==> src/rtl/csr_trap_ctrl.sv <==
// csr_trap_ctrl
// Arbitrates the machine CSR file's single address/write port between
// pipeline CSR instructions and the hardware trap path. Traps, interrupts
// and mret stall the pipeline while a fixed write/read sequence runs
// (mepc, mcause, mtval writes, then an mtvec or mepc read), and the sequence
// ends with a one-cycle PC redirect.
//
// Ports:
//   clk, rst                      clock, asynchronous active-high reset
//   csr_req/_addr/_func/_data     pipeline CSR instruction; csr_grant when forwarded
//   trap_valid/_cause/_pc/_val    synchronous exception
//   irq, irq_en, irq_pc           level interrupt, global enable, PC to save
//   mret_valid                    mret in pipeline
//   csr_rdata                     CSR file read data (one cycle after address)
//   csr_sel/_addr/_func/_data     CSR file write enable, address, op, data
//   stall                         pipeline freeze
//   redirect_valid, redirect_pc   one-cycle PC redirect strobe and target
module csr_trap_ctrl #(
  parameter logic [4:0] MEPC_IDX   = 5'd1,
  parameter logic [4:0] MCAUSE_IDX = 5'd2,
  parameter logic [4:0] MTVAL_IDX  = 5'd3,
  parameter logic [4:0] MTVEC_IDX  = 5'd5
) (
  input  logic        clk,
  input  logic        rst,
  input  logic        csr_req,
  input  logic [31:0] csr_req_addr,
  input  logic [2:0]  csr_req_func,
  input  logic [31:0] csr_req_data,
  output logic        csr_grant,
  input  logic        trap_valid,
  input  logic [31:0] trap_cause,
  input  logic [31:0] trap_pc,
  input  logic [31:0] trap_val,
  input  logic        irq,
  input  logic        irq_en,
  input  logic [31:0] irq_pc,
  input  logic        mret_valid,
  input  logic [31:0] csr_rdata,
  output logic        csr_sel,
  output logic [31:0] csr_addr,
  output logic [2:0]  csr_func,
  output logic [31:0] csr_data,
  output logic        stall,
  output logic        redirect_valid,
  output logic [31:0] redirect_pc
);

  typedef enum logic [2:0] {
    IDLE, W_EPC, W_CAUSE, W_TVAL, RD_TVEC, RD_EPC, RD_WAIT, REDIRECT
  } state_t;

  localparam logic [31:0] IRQ_CAUSE = 32'h8000_000B;
  localparam logic [2:0]  FUNC_WR   = 3'b001;

  state_t      state, state_nxt;
  logic [31:0] pc_q, cause_q, tval_q, target_q;
  logic        ret_q;   // 1: sequence came from mret, RD_WAIT captures mepc
  logic        take_trap, take_irq, take_mret;

  // Only the CSR file index bits of the pipeline address are meaningful.
  logic        req_addr_unused;
  assign req_addr_unused = ^csr_req_addr[31:5];

  // mtvec low bits hold the mode field; the target is the aligned base.
  function automatic logic [31:0] tvec_base(input logic [31:0] tvec);
    return {tvec[31:2], 2'b00};
  endfunction

  // Event decode: fixed priority, only in IDLE. Gated by rst so every
  // output reads zero while reset is held.
  always_comb begin
    take_trap = 1'b0;
    take_irq  = 1'b0;
    take_mret = 1'b0;
    if (!rst && state == IDLE) begin
      if (trap_valid)          take_trap = 1'b1;
      else if (irq && irq_en)  take_irq  = 1'b1;
      else if (mret_valid)     take_mret = 1'b1;
    end
  end

  always_ff @(posedge clk or posedge rst) begin
    if (rst) state <= IDLE;
    else     state <= state_nxt;
  end

  always_comb begin
    state_nxt      = state;
    csr_sel        = 1'b0;
    csr_addr       = 32'h0;
    csr_func       = 3'b000;
    csr_data       = 32'h0;
    csr_grant      = 1'b0;
    stall          = 1'b0;
    redirect_valid = 1'b0;
    case (state)
      IDLE: begin
        if (take_trap || take_irq) begin
          stall     = 1'b1;
          state_nxt = W_EPC;
        end else if (take_mret) begin
          stall     = 1'b1;
          state_nxt = RD_EPC;
        end else if (csr_req && !rst) begin
          // Pipeline instruction passes straight through, no added latency.
          csr_grant = 1'b1;
          csr_sel   = 1'b1;
          csr_addr  = {27'b0, csr_req_addr[4:0]};
          csr_func  = csr_req_func;
          csr_data  = csr_req_data;
        end
      end
      W_EPC: begin
        stall     = 1'b1;
        csr_sel   = 1'b1;
        csr_addr  = {27'b0, MEPC_IDX};
        csr_func  = FUNC_WR;
        csr_data  = pc_q;
        state_nxt = W_CAUSE;
      end
      W_CAUSE: begin
        stall     = 1'b1;
        csr_sel   = 1'b1;
        csr_addr  = {27'b0, MCAUSE_IDX};
        csr_func  = FUNC_WR;
        csr_data  = cause_q;
        state_nxt = W_TVAL;
      end
      W_TVAL: begin
        stall     = 1'b1;
        csr_sel   = 1'b1;
        csr_addr  = {27'b0, MTVAL_IDX};
        csr_func  = FUNC_WR;
        csr_data  = tval_q;
        state_nxt = RD_TVEC;
      end
      RD_TVEC: begin
        stall     = 1'b1;
        csr_addr  = {27'b0, MTVEC_IDX};
        state_nxt = RD_WAIT;
      end
      RD_EPC: begin
        stall     = 1'b1;
        csr_addr  = {27'b0, MEPC_IDX};
        state_nxt = RD_WAIT;
      end
      RD_WAIT: begin
        // Hold the read address while the file returns its data.
        stall     = 1'b1;
        csr_addr  = ret_q ? {27'b0, MEPC_IDX} : {27'b0, MTVEC_IDX};
        state_nxt = REDIRECT;
      end
      REDIRECT: begin
        stall          = 1'b1;
        redirect_valid = 1'b1;
        state_nxt      = IDLE;
      end
      default: state_nxt = IDLE;
    endcase
  end

  // Event operands and redirect target.
  always_ff @(posedge clk or posedge rst) begin
    if (rst) begin
      pc_q     <= 32'h0;
      cause_q  <= 32'h0;
      tval_q   <= 32'h0;
      target_q <= 32'h0;
      ret_q    <= 1'b0;
    end else begin
      if (take_trap) begin
        pc_q    <= trap_pc;
        cause_q <= trap_cause;
        tval_q  <= trap_val;
        ret_q   <= 1'b0;
      end else if (take_irq) begin
        pc_q    <= irq_pc;
        cause_q <= IRQ_CAUSE;
        tval_q  <= 32'h0;
        ret_q   <= 1'b0;
      end else if (take_mret) begin
        ret_q   <= 1'b1;
      end
      if (state == RD_WAIT)
        target_q <= ret_q ? csr_rdata : tvec_base(csr_rdata);
    end
  end

  assign redirect_pc = target_q;

endmodule

==> config.mk <==
export PLATFORM = sky130hd
export DESIGN_NAME = csr_trap_ctrl
export DESIGN_NICKNAME = d
export VERILOG_FILES = /design/src/rtl/csr_trap_ctrl.sv
export SDC_FILE = /design/constraint.sdc
export NUM_CORES = 1
export LEC_CHECK = 0
export ABC_AREA = 1
export CORE_ASPECT_RATIO = 1.2
export CORE_MARGIN = 5
export CORE_UTILIZATION = 38
export DETAILED_ROUTE_END_ITERATION = 16
export HOLD_SLACK_MARGIN = 0.05
export PLACE_DENSITY = 0.74
export SKIP_LAST_GASP = 1
export SYNTH_ARGS = -nofsm -noshare
export SYNTH_HDL_FRONTEND = slang
export SYNTH_SLANG_ARGS = --single-unit
==> constraint.sdc <==
create_clock -name clk -period 4.8 [get_ports clk]
set_input_delay 1.2 -clock clk [delete_from_list [all_inputs] [get_ports clk]]
set_output_delay 1.2 -clock clk [all_outputs]
set_load 0.02 [all_outputs]
# [Word-level counts from Yosys, hierarchy flattened]
# Cells that the tools add are included.
[op_classes] reduce_logical=12 eq_ne=8 muxes=44
[op_table] operator="32-bit 2-to-1 mux" n=9
[op_table] operator="32-bit case mux with 4 select lines" n=1
[op_table] operator="5-bit case mux with 6 select lines" n=1
[op_table] operator="3-bit case mux with 7 select lines" n=1
[op_table] operator="1-bit 2-to-1 mux" n=19
[op_table] operator="3-bit 2-to-1 mux" n=6
[op_table] operator="5-bit 2-to-1 mux" n=3
[op_table] operator="3-bit equality test, second input constant" n=4
[op_table] operator="7-bit OR reduction" n=1
[op_table] operator="3-bit by 2-bit equality test with 1-bit output, second input constant" n=2
[op_table] operator="3-bit case mux with 2 select lines" n=1
[op_table] operator="1-bit case mux with 2 select lines" n=2
[op_table] operator="2-bit OR reduction" n=2
[op_table] operator="3-bit by 1-bit equality test with 1-bit output, second input constant" n=1
[op_table] operator="1-bit logical AND" n=3
[op_table] operator="3-bit zero test" n=1
[op_table] operator="3-bit by 2-bit inequality test with 1-bit output, second input constant" n=1
[op_table] operator="3-bit nonzero test" n=1
[op_table] operator="3-bit OR reduction" n=1
[op_table] operator="2-bit 2-to-1 mux" n=1
[op_table] operator="2-bit nonzero test" n=1
[op_table] operator="1-bit zero test" n=1
[op_table] operator="1-bit logical OR" n=1
[word_totals] wordCells=70 regBits=132 out_inout_bits=103 input_bits=234

# [Logic depth before layout (Yosys ltp)]
[depth] ltp_word=7 depth_mapped=10 ltp_nobuf=7

# [Worst setup path after synthesis]
# OpenSTA, ideal clock, no wires.
[synth_timing] kind="input-to-output" startpoint="input rst" endpoint="output csr_addr[0]" setup_slack_ns=0.006 required_ns=3.600 path_buffers=1 arrival_ns=3.594 stages=7 cell_sequence="inv_2 > nand3_2 > nor2_4 > inv_2 > buf_2 > nand3_1 > nand2_1"
[synth_via] elab_chain_len=6 word_cells_on_any_way=11 cone_classes="mux (7); reduce/logical (4)"
[synth_rtl] item="start: declaration" line_no="25" rtl="input logic rst,"
[synth_rtl] item="1-bit zero test (no line) (*)"
[synth_rtl] item="1-bit logical AND (on tied branches)" line_no="105, 76"
[synth_rtl] item="5-bit 2-to-1 mux / 1-bit 2-to-1 mux (equally long branches)" line_no="105, 76"
[synth_rtl] item="5-bit 2-to-1 mux / 1-bit logical OR (equally long branches)" line_no="102, 99"
[synth_rtl] item="5-bit 2-to-1 mux (*)" line_no="99" rtl="if (take_trap || take_irq) begin"
[synth_rtl] item="5-bit case mux with 6 select lines (*)" line_no="97" rtl="case (state)"
[synth_rtl] item="end: declaration" line_no="41" rtl="output logic [31:0] csr_addr,"
# Every way passes the cells marked *; elsewhere a longest branch is shown, timed or not.

# [Worst setup path after layout]
[layout_timing] startpoint="input rst" endpoint="output csr_addr[4]"
# The elaborated chain is that of the path after synthesis.

==> impl_metrics.py <==
metrics = {
    "status": {
        "outcome": "completed",
    },
    "global_route": {
        "grt_antenna_before_repair": 1,
        "grt_pass1_wl_um": 37800,
        "grt_overflow": 0,
        "grt_max_degree": 94,
        "grt_usage_pct": 22.2,
        "grt_pass1_vias": 6898,
    },
    "clock_network": {
        "cts_hold_buf": 0,
        "clk_path_buf_depth": 2,
        "cts_root_buffer": "clkbuf_16",
        "cts-resized-gates": 0,
        "insertion_delay_ns": 0.41,
        "path_clk_slew_ns": 0.05,
        "cts_tree": "done",
        "cts-htree-levels": 4,
        "cts_buffers": 17,
        "clock_sinks": 132,
        "cts_setup_buffers": 0,
    },
    "drt": {
        "dr_total_vias": 7081,
        "wl_met2_um": 12100,
        "dr_wl_met3_um": 1600,
        "maxUsedRoutingLayer": "met4",
        "firstDrtPassIters": 5,
        "drt_wl_total_um": 24400,
        "drtIter0Drc": 381,
        "met1_length_um": 10100,
        "drc": 0,
        "ant_nets": 0,
        "vias_per_cell": 4.75,
        "avgRoutedWirePerCell_um": 16.3,
    },
    "sta": {
        "holdWs_ns": 0.466,
        "tightest_slew_ns": 0.965,
        "hold_viol": 0,
        "layout_setup_ws_ns": 0.182,
        "rsz0062_at_grt": "false",
        "finClkSkew_ns": 0.00646,
        "setup_viol": 0,
        "relSlewSlack_pct": 35.7,
        "drv_slew": 0,
        "max_freq_ghz": 0.217,
        "fin_crit_ns": 4.62,
        "setup_tns_ns": 0,
        "fin_crit_sh_pct": 96.2,
    },
    "synthesis": {
        "synthSimpleGateAreaFrac_pct": 25.4,
        "postSynthCellCount": 964,
        "synth_area_leader_cell": "dfrtp_1",
        "synth_top_family_by_area": "simple AND/OR/NAND/NOR gates",
        "synth_seq_area_share_pct": 46.1,
        "netlist.area_leader.share_pct": 46.1,
        "syn_area_per_cell_um2": 7.43,
        "synth_xor_area_share_pct": 0,
        "syn-cell-area_mm2": 0.00717,
        "ys_seq_elements": 132,
        "synth_compound_area_share_pct": 12.7,
        "synthDistinctLibCells": 29,
        "yosys-top-cells-area": "dfrtp_1 46%, nand2_1 11%, inv_1 7.9%",
        "synth.area.mux_share_pct": 0,
        "synth_warnings": 0,
        "synthAdderAreaFrac_pct": 0,
    },
    "power_and_ir_drop": {
        "power_frac_seq_pct": 30.9,
        "power_switching_uw": 2450,
        "power_density_mw_per_mm2": 575,
        "p_comb_share_pct": 47.5,
        "p_clk_share_pct": 21.6,
        "swShare_pct": 39.9,
        "power_leakage_uw": 0.00510,
        "ir_drop_uv": 286,
        "internal_power_uw": 3680,
    },
    "floorplanning": {
        "die_w_um": 135,
        "num_rows": 55,
        "die_area_mm2": 0.0217,
        "ios": 337,
        "initial_utilization_pct": 38.3,
        "die_height_um": 160,
        "core_mm2": 0.0187,
    },
    "setup_path": {
        "worstPathRequired_ns": 3.60,
        "r2r_slack_ns": 2.50,
        "max_stage_delay_ns": 0.63,
        "crit_arrival_ns": 3.42,
        "endpoint_kind": "output port",
        "timing.rr.start": "state[2]$_DFFE_PP0P_",
        "rr_endpoint": "pc_q[17]$_DFFE_PP0P_",
        "crit_path_frequent_cell": "clkdlybuf4s50_1",
        "worstPathCellList": "clkdlybuf4s50_1 -> nor2_4 -> nand3_1 -> nor2_1 -> clkdlybuf4s50_1",
        "worst-setup-path-type": "in -> out",
        "crit_path_top_delay_cell": "clkdlybuf4s50_1",
        "crit_family": "buffers and inverters",
        "setup.worst_path.end": "csr_addr[4]",
        "crit_path_max_fanout": 9,
        "crit_cells": 5,
        "reg2regPathDepth": 8,
        "crit_buf_inv": 2,
        "start_kind": "input pin",
        "crit_path_start": "rst",
    },
    "placed_design": {
        "pre_cts_ws_ns": 0.196,
        "hpwl_um": 17500,
        "routabilityCongestion": 0.901,
        "io_buffer_count": 282,
    },
    "cells_and_area": {
        "drive_gt1_share_pct": 6.23,
        "area_growth_pct": 48.7,
        "final_nets": 1456,
    },
    "worst_hold_path": {
        "min-delay-path-class": "reg -> reg",
    },
    "job": {
        "drv_cap": 0,
    },
}
synthesized netlist by cell type:
cell and count:
a21oi_1 5, buf_1 2, buf_12 1, buf_2 26
buf_4 31, buf_6 6, clkbuf_1 21, conb_1 1
dfrtp_1 132, inv_1 151, inv_2 6, inv_4 1
nand2_1 209, nand2_2 2, nand2_4 1, nand3_1 87
nand3_2 1, nand4_1 33, nor2_1 79, nor2_2 2
nor2_4 2, nor2_8 1, nor3_1 1, o211ai_1 1
o21ai_0 91, o21ai_1 46, o21ai_2 10, o21ai_4 1
o22ai_1 14
how the worst min path moves through the flow:
| stage | start | to | slack [ns] | depth (start not counted) |
|---|---|---|---|---|
| floorplan | pc_q[28]$_DFFE_PP0P_ | pc_q[28]$_DFFE_PP0P_ | 0.45 | 2 |
| global placement | redirect_pc[18]$_DFFE_PP0P_ | redirect_pc[18]$_DFFE_PP0P_ | 0.45 | 2 |
| detailed placement | redirect_pc[5]$_DFFE_PP0P_ | redirect_pc[5]$_DFFE_PP0P_ | 0.46 | 2 |
| CTS | redirect_pc[5]$_DFFE_PP0P_ | redirect_pc[5]$_DFFE_PP0P_ | 0.47 | 2 |
| global route | redirect_pc[20]$_DFFE_PP0P_ | redirect_pc[20]$_DFFE_PP0P_ | 0.49 | 2 |
| finish | redirect_pc[7]$_DFFE_PP0P_ | redirect_pc[7]$_DFFE_PP0P_ | 0.47 | 2 |
layer usage:
layer	track usage, %	up-vias
li1	-	3512
met4	8.39	0
met2	37.1	266
met5	0	-
met3	4.35	34
met1	28.4	3269
state kept, by name, summed over array words and instances, names as in the netlist:
signal and flops:
cause_q 32, pc_q 32, redirect_pc 32, tval_q 32
state 3, ret_q 1
cells by family (layout without fill, tap and decap cells):
| logic type | Yosys count | after routing |
|---|---|---|
| flops | 132 | 132 |
| other cells | 1 | 28 |
| simple gates | 418 | 418 |
| compound gates | 168 | 168 |
| buf+inv | 245 | 490 |
metrics by stage:
step / power [µW] / instances / utilization (%) / cell area [µm²]
after global routing: 6560 / 1492 / 56.9 / 10700
after detailed placement: 4850 / 1459 / 53.7 / 10000
after floorplan: 3530 / 990 / - / 7260
final: 6130 / 1492 / 56.9 / 10700
after CTS: 6190 / 1491 / 56.9 / 10700
after global placement: 4790 / 1459 / 53.7 / 10000
placed cells by master, fill, tap and decap left out, types with 15 or more instances in the layout:
cell / synthesis / layout
nand4_1: 33 / 33
nor2_1: 79 / 78
clkbuf_16: 0 / 17
nand3_1: 87 / 87
conb_1: 1 / 27
buf_4: 31 / 15
clkdlybuf4s50_1: 0 / 281
nand2_1: 209 / 209
dfrtp_1: 132 / 132
inv_1: 151 / 151
o21ai_0: 91 / 91
o21ai_1: 46 / 46
cell type report:
cell class	instances	area (µm²)
inverter	158	601
clock buffer	20	447
clock inverter	12	156
tap	256	320
fill	1759	8060
multi-input combinational	613	2840
sequential	132	3300
antenna	1	2.50
timing repair buffer	300	2990
power by group through the flow:
stage	combinational (µW)	sequential [µW]	clock, µW
after floorplan	1520	2010	0
after global placement	2900	1890	0
after detailed placement	2940	1910	0
after CTS	2950	1890	1350
after global routing	3200	1960	1400
final	2910	1890	1320
worst reg2reg max path, cell delays in order, from the launching register on:
cell and delay (ns):
dfrtp_1 0.44, nor2_4 0.16, nand2_2 0.11, nor2_8 0.11
buf_4 0.55, nand2_4 0.49, nand2_1 0.17, inv_1 0.06
o21ai_1 0.12
Power figures use the tool's default switching activity.
